==> src/rtl/burst_streamer_pkg.sv <==
// Shared definitions for the burst streamer: FSM encoding, default
// geometry and the burst-length clamp.
package burst_streamer_pkg;

  localparam int DEPTH_DEF = 16;
  localparam int AW_DEF    = 4;

  typedef enum logic [1:0] {
    S_IDLE   = 2'd0,
    S_RUN    = 2'd1,
    S_FINISH = 2'd2
  } state_t;

  // A burst of zero or one longer than a bank means "use a whole bank".
  function automatic logic [31:0] clamp_blen(input logic [31:0] brst,
                                             input logic [31:0] depth);
    if (brst == 32'd0 || brst > depth) return depth;
    else                               return brst;
  endfunction

endpackage

==> src/rtl/burst_streamer_pingpong_bank.sv <==
// Two-bank word store. Each bank has a full flag and the number of valid
// words it holds. The write port fills one bank while the read port drains
// the other; the controller only ever writes to a bank that is not full.
module burst_streamer_pingpong_bank
  import burst_streamer_pkg::*;
#(
  parameter int DEPTH = DEPTH_DEF,
  parameter int AW    = AW_DEF
) (
  input  logic          clk,
  input  logic          rst_n,
  input  logic          i_wr_en,
  input  logic          i_wr_bank,
  input  logic [AW-1:0] i_wr_idx,
  input  logic [31:0]   i_wr_data,
  input  logic          i_wr_fill,
  input  logic [AW:0]   i_wr_len,
  input  logic          i_rd_bank,
  input  logic [AW-1:0] i_rd_idx,
  input  logic          i_rd_clr,
  output logic [1:0]    o_full,
  output logic [31:0]   o_rd_data,
  output logic [AW:0]   o_rd_len
);

  logic [31:0] r_mem [0:1][0:DEPTH-1];
  logic [1:0]  r_full;
  logic [AW:0] r_len [0:1];

  // Data storage; contents are don't-care until a bank is marked full.
  always_ff @(posedge clk) begin
    if (i_wr_en) r_mem[i_wr_bank][i_wr_idx] <= i_wr_data;
  end

  // Full flags and bank lengths; fill and drain always target different banks.
  always_ff @(posedge clk) begin
    if (!rst_n) begin
      r_full   <= 2'b00;
      r_len[0] <= '0;
      r_len[1] <= '0;
    end else begin
      if (i_wr_fill) begin
        r_full[i_wr_bank] <= 1'b1;
        r_len[i_wr_bank]  <= i_wr_len;
      end
      if (i_rd_clr) r_full[i_rd_bank] <= 1'b0;
    end
  end

  assign o_full    = r_full;
  assign o_rd_data = r_mem[i_rd_bank][i_rd_idx];
  assign o_rd_len  = r_len[i_rd_bank];

endmodule

==> src/rtl/burst_streamer.sv <==
// Moves `size` words from an upstream source to the byte serialiser in
// bursts of `brst` words, through a ping-pong bank pair. out_last marks the
// final word of each bank; done pulses once the last word is taken.
//
// state  | meaning
// IDLE   | waiting for start
// RUN    | filling and draining banks
// FINISH | one-cycle done pulse
module burst_streamer
  import burst_streamer_pkg::*;
#(
  parameter int DEPTH = DEPTH_DEF,
  parameter int AW    = AW_DEF
) (
  input  logic        clk,
  input  logic        rst_n,
  input  logic        start,
  input  logic [31:0] size,
  input  logic [31:0] brst,
  input  logic        in_valid,
  input  logic [31:0] in_data,
  output logic        in_ready,
  output logic        out_valid,
  output logic [31:0] out_data,
  output logic        out_last,
  input  logic        out_ready,
  output logic        busy,
  output logic        done
);

  state_t      r_state, w_next;
  logic [31:0] r_in_rem, r_out_rem;
  logic [AW:0] r_blen;
  logic        r_wb, r_rb;
  logic [AW-1:0] r_wptr, r_rptr;

  logic        w_run;
  logic [1:0]  w_full;
  logic [AW:0] w_rd_len;
  logic [AW:0] w_wcount;
  logic        w_wr_fire, w_wr_fill;
  logic        w_rd_fire, w_rd_last;

  assign w_run    = (r_state == S_RUN);
  assign w_wcount = {1'b0, r_wptr} + (AW+1)'(1);

  // A bank closes on the word that reaches the burst length or ends the input.
  assign in_ready  = w_run && !w_full[r_wb] && (r_in_rem != 32'd0);
  assign w_wr_fire = in_valid && in_ready;
  assign w_wr_fill = w_wr_fire && ((w_wcount == r_blen) || (r_in_rem == 32'd1));

  assign out_valid = w_run && w_full[r_rb];
  assign w_rd_last = ({1'b0, r_rptr} == (w_rd_len - (AW+1)'(1)));
  assign out_last  = out_valid && w_rd_last;
  assign w_rd_fire = out_valid && out_ready;

  burst_streamer_pingpong_bank #(
    .DEPTH (DEPTH),
    .AW    (AW)
  ) u_bank (
    .clk       (clk),
    .rst_n     (rst_n),
    .i_wr_en   (w_wr_fire),
    .i_wr_bank (r_wb),
    .i_wr_idx  (r_wptr),
    .i_wr_data (in_data),
    .i_wr_fill (w_wr_fill),
    .i_wr_len  (w_wcount),
    .i_rd_bank (r_rb),
    .i_rd_idx  (r_rptr),
    .i_rd_clr  (w_rd_fire && w_rd_last),
    .o_full    (w_full),
    .o_rd_data (out_data),
    .o_rd_len  (w_rd_len)
  );

  // FSM state register.
  always_ff @(posedge clk) begin
    if (!rst_n) r_state <= S_IDLE;
    else        r_state <= w_next;
  end

  // Next-state decode and status outputs.
  always_comb begin
    w_next = r_state;
    busy   = 1'b0;
    done   = 1'b0;
    case (r_state)
      S_IDLE: begin
        if (start) w_next = (size == 32'd0) ? S_FINISH : S_RUN;
      end
      S_RUN: begin
        busy = 1'b1;
        if (w_rd_fire && (r_out_rem == 32'd1)) w_next = S_FINISH;
      end
      S_FINISH: begin
        busy   = 1'b1;
        done   = 1'b1;
        w_next = S_IDLE;
      end
      default: w_next = S_IDLE;
    endcase
  end

  // Transfer counters and bank/index pointers.
  always_ff @(posedge clk) begin
    if (!rst_n) begin
      r_in_rem  <= '0;
      r_out_rem <= '0;
      r_blen    <= '0;
      r_wb      <= 1'b0;
      r_rb      <= 1'b0;
      r_wptr    <= '0;
      r_rptr    <= '0;
    end else if ((r_state == S_IDLE) && start) begin
      r_in_rem  <= size;
      r_out_rem <= size;
      r_blen    <= (AW+1)'(clamp_blen(brst, DEPTH));
      r_wb      <= 1'b0;
      r_rb      <= 1'b0;
      r_wptr    <= '0;
      r_rptr    <= '0;
    end else if (w_run) begin
      if (w_wr_fire) begin
        r_in_rem <= r_in_rem - 32'd1;
        if (w_wr_fill) begin
          r_wptr <= '0;
          r_wb   <= ~r_wb;
        end else begin
          r_wptr <= r_wptr + AW'(1);
        end
      end
      if (w_rd_fire) begin
        r_out_rem <= r_out_rem - 32'd1;
        if (w_rd_last) begin
          r_rptr <= '0;
          r_rb   <= ~r_rb;
        end else begin
          r_rptr <= r_rptr + AW'(1);
        end
      end
    end
  end

endmodule
==> config.mk <==
export PLATFORM = sky130hd
export DESIGN_NAME = burst_streamer
export DESIGN_NICKNAME = d
export VERILOG_FILES = /design/src/rtl/burst_streamer_pkg.sv /design/src/rtl/burst_streamer_pingpong_bank.sv /design/src/rtl/burst_streamer.sv
export SDC_FILE = /design/constraint.sdc
export NUM_CORES = 1
export LEC_CHECK = 0
export CAP_MARGIN = 40
export CORE_UTILIZATION = 50
export DETAILED_ROUTE_END_ITERATION = 10
export DONT_BUFFER_PORTS = 1
export GPL_ROUTABILITY_DRIVEN = 1
export PLACE_DENSITY = 0.74
export SYNTH_ARGS = -nofsm -noshare
export SYNTH_HDL_FRONTEND = slang
export SYNTH_HIERARCHICAL = 1
export SYNTH_SLANG_ARGS = --single-unit
export TNS_END_PERCENT = 1
==> constraint.sdc <==
create_clock -name clk -period 3.8 [get_ports clk]
set_clock_uncertainty 0.05 [all_clocks]
set_input_delay 0.95 -clock clk [delete_from_list [all_inputs] [get_ports clk]]
set_output_delay 0.95 -clock clk [all_outputs]
set_load 0.01 [all_outputs]
== Word level (Yosys, flattened, before mapping) ==
Memory sizes are Yosys's and may differ from the RTL's. A register that Yosys moved wholly into a read port is not among the register bits.
Index checks and enable logic that the tools add are counted.
W data, S select, Z words.

* Flip-flop bits (word level): 83
* Bits in writable memories: 1034
* Input port bits: 101
* Output and inout port bits: 37
* Logic and storage cells: 118
* Memories: 2

{| class="wikitable"
|+ Memory list
! name !! depth !! bits a word !! read ports !! clocked after memory_dff !! write ports !! RTL line !! text
|-
| u_bank.r_mem || 2 || 512 || 1 || 1 || 1 || burst_streamer_pingpong_bank.sv:26 || <nowiki>logic [31:0] r_mem [0:1][0:DEPTH-1];</nowiki>
|-
| u_bank.r_len || 2 || 5 || 1 || 1 || 2 || burst_streamer_pingpong_bank.sv:28 || <nowiki>logic [AW:0] r_len [0:1];</nowiki>
|}

* $add $sub $neg: 6
* $lt $le $gt $ge: 8
* Equal/unequal tests: 8
* Muxes and demuxes: 44
* Bitwise gates (word level): 8
* Reduce and logical (&&, ||, !) cells: 33

{| class="wikitable"
|+ Operators with widths
! kind !! number
|-
| $mux W512 || 1
|-
| $mux W32 || 9
|-
| $bmux W32 S4 || 1
|-
| $demux W32 S4 || 1
|-
| $eq A32 B1 Y1 const B || 2
|-
| $logic_not A32 Y1 || 2
|-
| $sub A32 B1 Y32 const B || 2
|-
| $gt A32 B5 Y1 const B || 1
|-
| $reduce_bool A32 Y1 || 1
|-
| $mux W1 || 19
|-
| $logic_and A1 B1 Y1 || 13
|-
| $mux W2 || 6
|-
| $ge A5 B5 Y1 const B || 2
|-
| $mux W5 || 2
|-
| $not A4 Y5 || 2
|-
| $reduce_and A2 Y1 || 5
|-
| $add A4 B1 Y4 const B || 2
|-
| $mux W4 || 2
|-
| $reduce_and A3 Y1 || 2
|-
| $reduce_bool A2 Y1 || 3
|-
| $add A4 B1 Y5 const B || 1
|-
| $eq A4 B5 Y1 || 1
|-
| $eq A5 B5 Y1 || 1
|-
| $lt A5 B1 Y1 const B || 1
|-
| other kinds (18) || 25
|}

== Logic depth before layout (Yosys ltp) ==
* Depth in word-level cells: 12
* Depth in mapped cells: 12
* Depth with buffers taken out: 11

== Hierarchy ==
The synthesis kept the hierarchy.

{| class="wikitable"
|+ By module, submodules not included
! module !! times used !! cells each !! area each (sq um) !! seq. area each (sq um)
|-
| burst_streamer_pingpong_bank || 1 || 2268 || 40402.5 || 31089.8
|-
| burst_streamer || 1 || 567 || 4693.3 || 1621.6
|}

== Worst setup path after synthesis ==
No wires, ideal clock.

* Path kind: input port to flip-flop
* Start point: in in_valid
* End point: mem u_bank/r_mem[1][384] (netlist bit), enable pin
* Library setup time: 0.421 ns
* Data arrival time: 3.562 ns
* Required time: 3.329 ns
* Path slack: -0.233 ns
* Stages on the path: 7
* Path buffers: 2
* Cell sequence: nand3_1 -> a41o_1 -> buf_2 -> inv_1 -> or3b_2 -> clkbuf_1 -> nor2_1

* Word-level cells in the longest chain between the ends: 3

{| class="wikitable"
|+ RTL lines
! item !! RTL line !! text
|-
| start, declared || burst_streamer.sv:20 || <nowiki>input logic in_valid,</nowiki>
|-
| $logic_and A1 B1 Y1 || burst_streamer.sv:49 || <nowiki>assign w_wr_fire = in_valid && in_ready;</nowiki>
|-
| via w_wr_fire || burst_streamer.sv:41 || <nowiki>logic w_wr_fire, w_wr_fill;</nowiki>
|-
| $mux W1 || burst_streamer_pingpong_bank.sv:32 || <nowiki>if (i_wr_en) r_mem[i_wr_bank][i_wr_idx] <= i_wr_data;</nowiki>
|-
| $mux W512 (not written as such) || burst_streamer_pingpong_bank.sv:32 ||
|-
| end, declared || burst_streamer_pingpong_bank.sv:26 ||
|}

The timed path passes the listed nets, and every way through them passes these cells.

==> impl_metrics.tcl <==
set metrics [dict create \
    status "finished clean" \
    timing.critical_path.slowest_cell_delay_ns 0.44 \
    path_max_fanout 44 \
    die_y_um 302 \
    grt_pass1_vias 25800 \
    min_path_type "input pin to register" \
    cts_htree_levels 3 \
    wl_per_cell_um 26.9 \
    cp_slowest_cell "and2b_4" \
    synth_cells 2835 \
    cts_buffers 106 \
    synth_commonest_cells "1,034 x edfxtp_1, 517 x mux2i_1, 145 x a21oi_1" \
    overflow 0 \
    dp_hpwl_um 68800 \
    cts.clk_slew.worst_paths_ns 0.06 \
    seq_area_frac_synth 0.725 \
    clock-sinks 1117 \
    crit_top_cell "buf_16" \
    cts_hold_buf 0 \
    grt_pass1_wl_um 165000 \
    grt_start_max_net_pins 54 \
    instances_no_fill 4179 \
    die_area_um2 91400 \
    fin_nets 3035 \
    powerDensity_nw_per_um2 495 \
    cts_tree "done" \
    avgViaCountPerCell 6.25 \
    cp.arrival_ns 2.79 \
    dp.cells 3973 \
    diodes 0 \
    syn_area_per_cell_um2 15.9 \
    synthArstFlopShare 0 \
    finalMaxSlewViolations 0 \
    dr.first_iter.drc_count 2751 \
    rows 109 \
    worst_pin_slew_ns 0.942 \
    cp.required_ns 2.80 \
    clk_latency_ns 0.67 \
    port_buffers 0 \
    coreArea_um2 88900 \
    totalWireLength_um 113000 \
    post-route-period-util 0.998 \
    antenna_left 0 \
    worstSetupStartpoint "r_rb" \
    rsz0062_at_grt "yes" \
    final_area_um2 51300 \
    p_leak_nw 15.5 \
    yosys_warnings 6 \
    detailed_place.area_um2 47500 \
    relSlewSlack 0.367 \
    synth_area_um2 45100 \
    synth_top_area_share 0.689 \
    yosysMostFrequentCell "edfxtp_1" \
    hold_viol_final 0 \
    clockRootBuffer "clkbuf_16" \
    synth.area.top_cells "edfxtp_1 69%, mux2i_1 11%, dfxtp_1 3.7%, a21oi_1 1.6%, a22oi_1 1.6%" \
    synth-edff-count 1034 \
    ir_drop_mv 0.344 \
    critPathLaunchType "register" \
    die_w_um 302 \
    drive_above_1_share 0.132 \
    critPathTopFamily "buffers and inverters" \
    ios 138 \
    min_period_ns 3.79 \
    synth_ff_type "edfxtp_1" \
    vias 26100 \
    antenna_found_initial 3 \
    fmax_mhz 264 \
    synthToLayoutAreaGrowth_pct 13.8 \
    drc 0 \
    syn_nets 2946 \
    initial_core_util 0.507 \
    cp_num_buf_inv 3 \
    synth_cell_types 68 \
    setup-violations-final 0 \
    hold_path.startpoint "in_data[1]" \
    first_pass_iters 8 \
    worstPathCellList "buf_6 -> and2b_4 -> buf_16 -> buf_16 -> a22o_1 -> nor3_1 -> a31oi_1 -> nand3_2" \
    setup_slack_ns 0.00722 \
    ys_seq_elements 1117 \
    path_class "register to output pin" \
    r2r_start "r_wb" \
    place.gp.congestion 0.851 \
    drv_cap 0 \
    pre_cts_ws_ns 0.336 \
    crit_path_end_kind "output pin" \
    cts.path.max_buffers 3 \
    yosys.area.top_type "edfxtp_1" \
    grtUsageTotal 0.243 \
]
==> layout by cell type, fill, tap and decap left out, types with 10 or more instances in the layout <==
master,n
buf_4,85
o31ai_1,16
nand4_1,21
xnor2_1,18
a22o_1,68
mux2i_1,517
a21oi_1,145
ha_1,10
or4_1,23
clkinv_2,28
or3_1,19
nor4_1,24
inv_1,15
nand3_2,19
buf_12,32
buf_16,13
a31oi_1,54
clkbuf_16,109
nand3_1,93
nor2_4,34
clkbuf_1,21
a22oi_1,96
nor2_1,29
clkinv_1,14
edfxtp_1,1034
nor3_1,52
o21ai_0,42
and3_1,10
xor2_1,29
bufinv_16,12
nand2_1,124
dfxtp_1,80
==> path summary, 6_finish.rpt <==
kind                            slack [ns]              endpoint  cells after the start
worst min-delay path                  0.32  u_bank/r_mem[0][161]                      0
worst max register to register        0.53  u_bank/r_mem[1][467]                      8
worst min register to register        0.45             r_blen[4]                      2
worst max-delay path                 0.007          out_data[25]                      8
==> cell families after synthesis <==
kind of cell,Yosys count,synth area share
flip-flops,1117,0.725
adder cells (fa/ha/maj),10,0.00277
multiplexers,523,0.116
AND/OR/NAND/NOR,510,0.0580
AO/OA/AOI/OAI,453,0.0663
XOR/XNOR,48,0.00966
buffers and inverters,174,0.0216
==> through the flow <==
step                      utilization  hold WS (ns)  total power, mW  TNS (ns)
after floorplan                     -         0.399             14.7    -59.68
after global placement          0.529         0.427             14.9         0
after detailed placement        0.534         0.445             15.0         0
after CTS                       0.576         0.281             25.5    -0.168
after global routing            0.577         0.294             26.1    -0.171
final                           0.577         0.315             25.4         0
==> what timing repair did <==
item	CTS	global route
pin swaps	1	1
gates cloned	1	0
setup buffers	5	0
setup endpoints to repair	34	24
gates resized for setup	32	14
==> sequential cells by signal, indices dropped and copies added, names as in the netlist, 4 cells and up <==
name	flops
u_bank/r_mem	1024
r_in_rem	32
r_out_rem	32
u_bank/r_len	10
r_blen	5
r_rptr	4
r_wptr	4
==> power by group <==
group / internal [mW] / leakage (nW) / switching (mW) / total (mW)
combinational: 0.368 / 3.80 / 0.685 / 1.05
clock: 6.11 / 1.73 / 4.50 / 10.6
sequential: 13.6 / 9.99 / 0.153 / 13.7
total: 20.1 / 15.5 / 5.33 / 25.4
==> area by class of cell <==
| class | instances | area (um^2) |
|---|---|---|
| Tap cell | 1165 | 1460 |
| Fill cell | 6434 | 37600 |
| Timing Repair Buffer | 139 | 1730 |
| Clock buffer | 131 | 2820 |
| Sequential cell | 1117 | 32700 |
| Inverter | 15 | 56.3 |
| Clock inverter | 67 | 696 |
| Multi-Input combinational cell | 1545 | 11800 |
==> layer usage <==
metal / vias to the layer above / share of wire / global-route usage / routed length (um)
li1: 11400 / - / - / -
met1: 13300 / 0.39 / 0.317 / 44300
met2: 1206 / 0.50 / 0.412 / 55900
met3: 214 / 0.076 / 0.0383 / 8590
met4: 2 / 0.033 / 0.0911 / 3770
met5: - / 0.00012 / 0 / 13
(Power assumes the default switching activity.)
